## src/rtl/matrix_rx.sv

```systemverilog
// Receive-side model of the four-chip 74HC595 chain on the 8x8 RGB matrix board.
// Oversamples the serial lines, rebuilds each latched 32-bit word and keeps a decoded 8-row frame buffer.
module matrix_rx #(
  parameter int SYNC_STAGES = 2,
  parameter int WORD_BITS   = 32
) (
  input  logic        clk_25mhz,
  input  logic        rst_n,
  input  logic        matrix_clk,
  input  logic        matrix_latch,
  input  logic        matrix_mosi,
  input  logic        err_clr,
  input  logic [2:0]  fb_rd_row,
  output logic [23:0] fb_rd_data,
  output logic [31:0] latch_word,
  output logic        word_valid,
  output logic [2:0]  row_index,
  output logic        frame_done,
  output logic        err_bit_count,
  output logic        err_row_onehot,
  output logic        err_row_seq
);

  localparam logic [5:0] FULL_CNT = 6'(WORD_BITS);
  localparam logic [5:0] MAX_CNT  = 6'd63;

  function automatic logic is_onehot8(input logic [7:0] a);
    return (a != 8'h00) && ((a & (a - 8'd1)) == 8'h00);
  endfunction

  // Anode bit for row k sits at sr[7-k].
  function automatic logic [2:0] anode_row(input logic [7:0] a);
    logic [2:0] r;
    case (a)
      8'h80:   r = 3'd0;
      8'h40:   r = 3'd1;
      8'h20:   r = 3'd2;
      8'h10:   r = 3'd3;
      8'h08:   r = 3'd4;
      8'h04:   r = 3'd5;
      8'h02:   r = 3'd6;
      8'h01:   r = 3'd7;
      default: r = 3'd0;
    endcase
    return r;
  endfunction

  logic [SYNC_STAGES-1:0] clk_sync_r;
  logic [SYNC_STAGES-1:0] latch_sync_r;
  logic [SYNC_STAGES-1:0] mosi_sync_r;
  logic                   clk_hist_r;
  logic                   latch_hist_r;
  logic [31:0]            sr_r;
  logic [5:0]             bit_cnt_r;
  logic [23:0]            fb_r [8];
  logic                   prev_valid_r;
  logic [2:0]             prev_row_r;

  logic        clk_syn_s;
  logic        latch_syn_s;
  logic        mosi_syn_s;
  logic        clk_rise_s;
  logic        latch_rise_s;
  logic [7:0]  anode_s;
  logic [23:0] colour_s;
  logic [2:0]  row_s;
  logic        word_ok_s;
  logic        clear_word_s;
  logic        blank_s;
  logic        onehot_s;
  logic        seq_bad_s;
  logic        new_bc_err_s;
  logic        new_oh_err_s;
  logic        new_seq_err_s;

  // Synchronisers run through reset so history can load a settled value.
  always_ff @(posedge clk_25mhz) begin
    clk_sync_r   <= {clk_sync_r[SYNC_STAGES-2:0], matrix_clk};
    latch_sync_r <= {latch_sync_r[SYNC_STAGES-2:0], matrix_latch};
    mosi_sync_r  <= {mosi_sync_r[SYNC_STAGES-2:0], matrix_mosi};
  end

  // Edge detection and decode of the word currently held in the shift register.
  always_comb begin
    clk_syn_s     = clk_sync_r[SYNC_STAGES-1];
    latch_syn_s   = latch_sync_r[SYNC_STAGES-1];
    mosi_syn_s    = mosi_sync_r[SYNC_STAGES-1];
    clk_rise_s    = clk_syn_s & ~clk_hist_r;
    latch_rise_s  = latch_syn_s & ~latch_hist_r;
    anode_s       = sr_r[7:0];
    colour_s      = ~sr_r[31:8];
    row_s         = anode_row(anode_s);
    word_ok_s     = (bit_cnt_r == FULL_CNT);
    clear_word_s  = (sr_r == 32'hFFFF_FFFF);
    blank_s       = (anode_s == 8'h00);
    onehot_s      = is_onehot8(anode_s);
    seq_bad_s     = prev_valid_r && (row_s != (prev_row_r + 3'd1));
    new_bc_err_s  = latch_rise_s && !word_ok_s;
    new_oh_err_s  = latch_rise_s && word_ok_s && !clear_word_s && !blank_s && !onehot_s;
    new_seq_err_s = latch_rise_s && word_ok_s && !clear_word_s && onehot_s && seq_bad_s;
  end

  // Shift, latch, frame-buffer update and sticky error flags.
  always_ff @(posedge clk_25mhz) begin
    if (!rst_n) begin
      clk_hist_r     <= clk_syn_s;
      latch_hist_r   <= latch_syn_s;
      sr_r           <= 32'h0000_0000;
      bit_cnt_r      <= 6'd0;
      prev_valid_r   <= 1'b0;
      prev_row_r     <= 3'd0;
      fb_rd_data     <= 24'h00_0000;
      latch_word     <= 32'h0000_0000;
      word_valid     <= 1'b0;
      row_index      <= 3'd0;
      frame_done     <= 1'b0;
      err_bit_count  <= 1'b0;
      err_row_onehot <= 1'b0;
      err_row_seq    <= 1'b0;
      for (int i = 0; i < 8; i++) begin
        fb_r[i] <= 24'h00_0000;
      end
    end else begin
      clk_hist_r   <= clk_syn_s;
      latch_hist_r <= latch_syn_s;
      word_valid   <= latch_rise_s;
      frame_done   <= 1'b0;
      fb_rd_data   <= fb_r[fb_rd_row];

      if (clk_rise_s) begin
        sr_r <= {sr_r[30:0], mosi_syn_s};
      end

      // A clock edge landing with the latch starts the next word.
      if (latch_rise_s) begin
        bit_cnt_r <= clk_rise_s ? 6'd1 : 6'd0;
      end else if (clk_rise_s && (bit_cnt_r != MAX_CNT)) begin
        bit_cnt_r <= bit_cnt_r + 6'd1;
      end

      if (latch_rise_s) begin
        latch_word <= sr_r;
        if (word_ok_s && clear_word_s) begin
          prev_valid_r <= 1'b0;
          for (int i = 0; i < 8; i++) begin
            fb_r[i] <= 24'h00_0000;
          end
        end else if (word_ok_s && onehot_s) begin
          fb_r[row_s]  <= colour_s;
          row_index    <= row_s;
          prev_valid_r <= 1'b1;
          prev_row_r   <= row_s;
          frame_done   <= (row_s == 3'd7);
        end
      end

      err_bit_count  <= new_bc_err_s  | (err_bit_count  & ~err_clr);
      err_row_onehot <= new_oh_err_s  | (err_row_onehot & ~err_clr);
      err_row_seq    <= new_seq_err_s | (err_row_seq    & ~err_clr);
    end
  end

endmodule

```

## config.mk

```make
export PLATFORM = sky130hd
export DESIGN_NAME = matrix_rx
export DESIGN_NICKNAME = d
export VERILOG_FILES = /design/src/rtl/matrix_rx.sv
export SDC_FILE = /design/constraint.sdc
export NUM_CORES = 1
export LEC_CHECK = 0
export ABC_AREA = 1
export BUFFER_PORTS_ARGS = -buffer_cell sky130_fd_sc_hd__buf_2
export CAP_MARGIN = 0
export CORE_MARGIN = 1
export CORE_UTILIZATION = 55
export DETAILED_ROUTE_END_ITERATION = 12
export HOLD_SLACK_MARGIN = 0.03
export PLACE_DENSITY = 0.73
export SETUP_SLACK_MARGIN = 0.4
export SKIP_CTS_REPAIR_TIMING = 1
export SYNTH_ARGS = -nofsm -noshare
export SYNTH_HDL_FRONTEND = slang
export SYNTH_SLANG_ARGS = --single-unit
```

## constraint.sdc

```tcl
create_clock -name clk_25mhz -period 2.7 [get_ports clk_25mhz]
set_input_delay 0.27 -clock clk_25mhz [delete_from_list [all_inputs] [get_ports clk_25mhz]]
set_output_delay 0.27 -clock clk_25mhz [all_outputs]
set_load 0.005 [all_outputs]
```

## Word level (Yosys, flattened, before mapping)

Memories as Yosys holds them, arrays and structs flattened. A register that Yosys moved wholly into a read port is not among the register bits.
Index checks and enable logic that the tools add are counted.

- Add/subtract/negate cells: 3
- Equal/unequal tests: 12
- Mux-type cells: 27
- Bitwise operators: 25
- Reduce and logical (&&, ||, !) cells: 26

Operator list:

| cell | count |
|---|---|
| $mux 24 | 9 |
| $eq 32x32->1 const B | 1 |
| $not 24->24 | 1 |
| $reduce_or 24->1 | 1 |
| $pmux 3 s7 | 1 |
| $logic_not 8->1 | 2 |
| $mux 1 | 14 |
| $logic_and 1x1->1 | 12 |
| $mux 6 | 2 |
| $or 1x1->1 | 11 |
| $and 8x8->8 | 1 |
| $eq 8x1->1 const B | 1 |
| $eq 8x2->1 const B | 1 |
| $eq 8x3->1 const B | 1 |
| $eq 8x4->1 const B | 1 |
| $eq 8x5->1 const B | 1 |
| $eq 8x6->1 const B | 1 |
| $eq 8x7->1 const B | 1 |
| $reduce_bool 8->1 | 1 |
| $sub 8x1->8 const B | 1 |
| $not 1->1 | 7 |
| $add 6x1->6 const B | 1 |
| $eq 6x6->1 const B | 1 |
| $ne 6x6->1 const B | 1 |
| other kinds (10) | 19 |

- Register bits after elaboration: 87
- Memory bits (writable): 192
- Input bits: 9
- Output and inout bits: 64
- Logic and storage cells: 109
- Memories kept: 1

Memory list:

| name | words | width | rd ports | clocked after memory_dff | write ports | line | RTL |
|---|---|---|---|---|---|---|---|
| fb_r | 8 | 24 | 1 | 1 | 8 | 55 | `logic [23:0] fb_r [8];` |

## Depth between registers and ports, before layout

- Depth in word-level cells: 12
- Gate-level depth with buffers: 12
- Mapped depth without buffers: 12

## Least setup slack after synthesis

OpenSTA, ideal clock, no wires.

- Path kind: register -> register
- Start: reg sr_r[6]
- End: mem fb_r[7][0] (enable)
- Library setup time: 381 ps
- Data arrival time: 2,059 ps
- Required time: 2,319 ps
- Setup slack: 260 ps
- Stages on the path, launching flop included: 11
- Path buffers: 1
- Clock period less this slack: 2,440 ps
- Path through: dfxtp_1 nor2_2 nand2_2 nand2_1 nand2_2 nor2_4 inv_2 nor2_8 nand3_4 buf_6 nand2_1

RTL lines:

| item | line | RTL |
|---|---|---|
| start: declaration | 53 | `logic [31:0] sr_r;` |
| start signal: assignment | 131 | `sr_r <= {sr_r[30:0], mosi_syn_s};` |
| end: declaration | 55 |  |

==> metrics.md <==
| Metric | Value |
|---|---|
| Clock Latency Late Sink | `0.55 ns` |
| Worst-path cell chain | `nor2_2, nand2_2, nor2_1, nor2_1, nand2_2, inv_2, nand3_4, buf_4, nor2_1` |
| DRC viols | `0` |
| Post-synth EDFFs | `192` |
| Hold violation total from the final report | `0` |
| Multiplexer area fraction after synthesis | `0%` |
| Number of global-route vias before repair | `8340` |
| Register area | `7990 um2` |
| Synth unique cells | `27` |
| Syn Area/Cell | `10.2 um2` |
| TritonCTS Buffers | `30` |
| Max-cap viol count | `0` |
| Critical-path top delay cell | `buf_4` |
| FF-to-FF setup slack | `0.55 ns` |
| TritonRoute pass-1 iters | `5` |
| Crit path top cell by count | `nor2_1` |
| Slew Limit Fails | `0` |
| Synth top cells by count | `217 x nor2_1, 192 x edfxtp_1, 188 x o21ai_0` |
| Status | `completed` |
| Layout area overhead | `14.5%` |
| Worst Hold Path Cells | `4` |
| Worst Clk Skew | `0.0108 ns` |
| Die Y | `154 um` |
| Compound-gate portion of the synthesized area | `11.8%` |
| DRT antenna net count | `0` |
| Flop pwr share | `50.3%` |
| First-pass GRT wire length | `44100 um` |
| Maximum vdd ir drop | `0.000636 V` |
| Synth area leaders | `edfxtp_1 45%, dfxtp_1 18%, nor2_2 7.6%` |
| # clock sinks | `303` |
| Placeable Area | `22600 um2` |
| Dominant synthesized flop cell | `edfxtp_1` |
| Via density | `5.49` |
| Starting Density | `56.0%` |
| Gr usage total | `23.6%` |
| Fin crit share | `79.5%` |
| Setup violations, final | `0` |
| Site Rows | `55` |
| Lkg Pwr | `5.86 nW` |
| Fin util | `64.1%` |
| FFs w/ async S/R, synth | `0%` |
| RSZ-0062 raised after global routing | `false` |
| Post-synth top area share | `45.4%` |
| Syn Nets | `1255` |
| Simple-gate portion of the synthesized area | `19.1%` |
| # fillers | `1727` |
| Wire length per cell | `17.1 um` |
| Max incr delay on CP | `0.39 ns` |
| Post-synthesis adder-cell area fraction | `0.296%` |
| Count leader, synth | `nor2_1` |
| Crit Path Class | `register to register` |
| Multi-input gate area | `3990 um2` |
| Fmax achieved | `466 MHz` |
| Logic pwr share | `7.4%` |
| Final hold slack | `0.321 ns` |
| Post-DP HPWL | `17500 um` |
| H-tree Lvls | `1` |
| Mapped Cells | `1243` |
| Layout cells sized above 1 | `26.9%` |
| Max FO, Critical Path | `24` |
| Min Tclk post-route | `2.15 ns` |
| Die Wd | `154 um` |
| Drt total wl | `27700 um` |
| Sequential element share of the synthesized area | `63.0%` |
| Initial antenna violation count | `0` |
| GPL Wtd Cong | `0.829` |
| CTS tree | `yes` |
| Via count | `8876` |
| CP startpoint kind | `register` |
| #FFs+latches synth | `303` |
| Port Buffers | `72` |
| Grt ovf | `0` |
| WP data arrival | `2.43 ns` |
| Worst setup EP type | `register` |
| Clk slew on worst S/H paths | `0.06 ns` |
| Int Pwr | `7.93 mW` |
| Hold Crit Class | `input pin to register` |
| HP Start | `rst_n` |
| PD cells | `706 nW/um2` |
| I/O pin total | `73` |
| Post-Syn Area | `12700 um2` |
| Clock Root Buffer | `clkbuf_16` |
| Cell type with the largest total area after synthesis | `edfxtp_1` |
| Least-Margin Pin Slew | `0.887 ns` |
| Setup tns final | `0 ns` |
| Switch share | `22.6%` |
| Final nets | `1321` |
| Worst flop-to-flop path startpoint | `sr_r[0]` |
| Switch Pwr | `2.31 mW` |
| R2r endpoint | `fb_r[0][20]` |
| Die ar. | `23700 um2` |
| DRT iter0 DRCs | `766` |
| Combinational family with the most area after synthesis | `simple AND/OR/NAND/NOR gates` |
| Antenna diode count | `0` |
| Clock power share | `42.3%` |
| Required arrival time at the worst endpoint | `2.98 ns` |
| Synth warn | `0` |
| Clock buffer depth | `3` |
| WHS Endpoint | `latch_word[17]` |
| Reg2reg path depth | `9` |
| Slew margin rel. | `40.8%` |
| Largest net degree at the start of global routing | `97` |
| Post-Synth XOR/XNOR Area | `0.0690%` |
==> worst max-delay path, delay by kind of cell, from the launching register on <==
kind | cells | cell delay (ns)
buf+inv | 2 | 0.56
flops | 1 | 0.35
simple gates | 7 | 0.97
==> power groups by stage <==
| stage | registers (mW) | logic (mW) | clock network (mW) |
|---|---|---|---|
| after floorplan | 5.24 | 0.480 | 0 |
| final | 5.15 | 0.757 | 4.34 |
| after global routing | 5.17 | 0.830 | 4.57 |
| after CTS | 5.15 | 0.750 | 4.39 |
| after global placement | 5.24 | 0.732 | 0 |
| after detailed placement | 5.25 | 0.743 | 0 |
==> registers in the layout, indices dropped and copies added, names as in the netlist, 2 cells and up <==
signal and flops:
latch_word 32, mosi_sync_r 2, bit_cnt_r 6, clk_sync_r 2, fb_r 192, prev_row_r 3
sr_r 32, fb_rd_data 24, latch_sync_r 2
==> kinds of logic (layout without fill, tap and decap cells) <==
logic type               Yosys count  in the layout
AND/OR/NAND/NOR                  493            493
flip-flops                       303            303
AO/OA/AOI/OAI                    284            284
buffers and inverters            159            249
adder cells (fa/ha/maj)            3              3
XOR/XNOR                           1              1
==> layer usage <==
metal	track usage [%]	up-vias	part of all wire, %
met4	5.52	0	1.4
li1	-	4325	-
met3	3.13	30	6.4
met5	0	-	0
met2	38.4	303	47
met1	33.7	4218	45
==> worst max path at each step <==
stage                             from          end  cells past startpoint
after detailed placement  bit_cnt_r[0]   fb_r[7][9]                      8
after floorplan                sr_r[6]   fb_r[0][0]                     10
after CTS                 bit_cnt_r[0]   fb_r[7][0]                      8
after global routing           sr_r[6]  fb_r[0][17]                     10
after global placement    bit_cnt_r[0]   fb_r[7][8]                      8
final                          sr_r[0]  fb_r[0][20]                      9
==> placed cells by master, fill, tap and decap left out, drive strengths merged <==
cell	instances
a21oi	41
edfxtp	192
a211oi	2
a31oi	24
o21ai	189
dlygate4sd3	4
nand2	87
nand3	19
o22ai	25
nor2	375
inv	67
nor3	8
nand4	4
clkbuf	46
clkinv	6
a22o	3
dfxtp	111
buf	125
xor2	1
ha	3
bufinv	1
==> stage by stage <==
stage          setup WS, ns  cells  cell area [um2]  total power [mW]
6_report              0.552   1618            14500              10.2
5_1_grt               0.404   1618            14500              10.6
4_1_cts               0.430   1614            14500              10.3
3_5_place_dp          0.443   1558            13400              5.99
3_3_place_gp          0.462   1558            13400              5.98
2_1_floorplan         0.269   1243            12700              5.72
==> cell type report <==
type,instances,share of cell area (%)
clock buffers,46,6.81
clock inverters,10,0.569
inverters,64,1.65
multi-input cells,781,27.5
flip-flops and latches,303,55.0
well taps,285,2.46
repair buffers,129,6.03
Power figures use the tool's default switching activity.
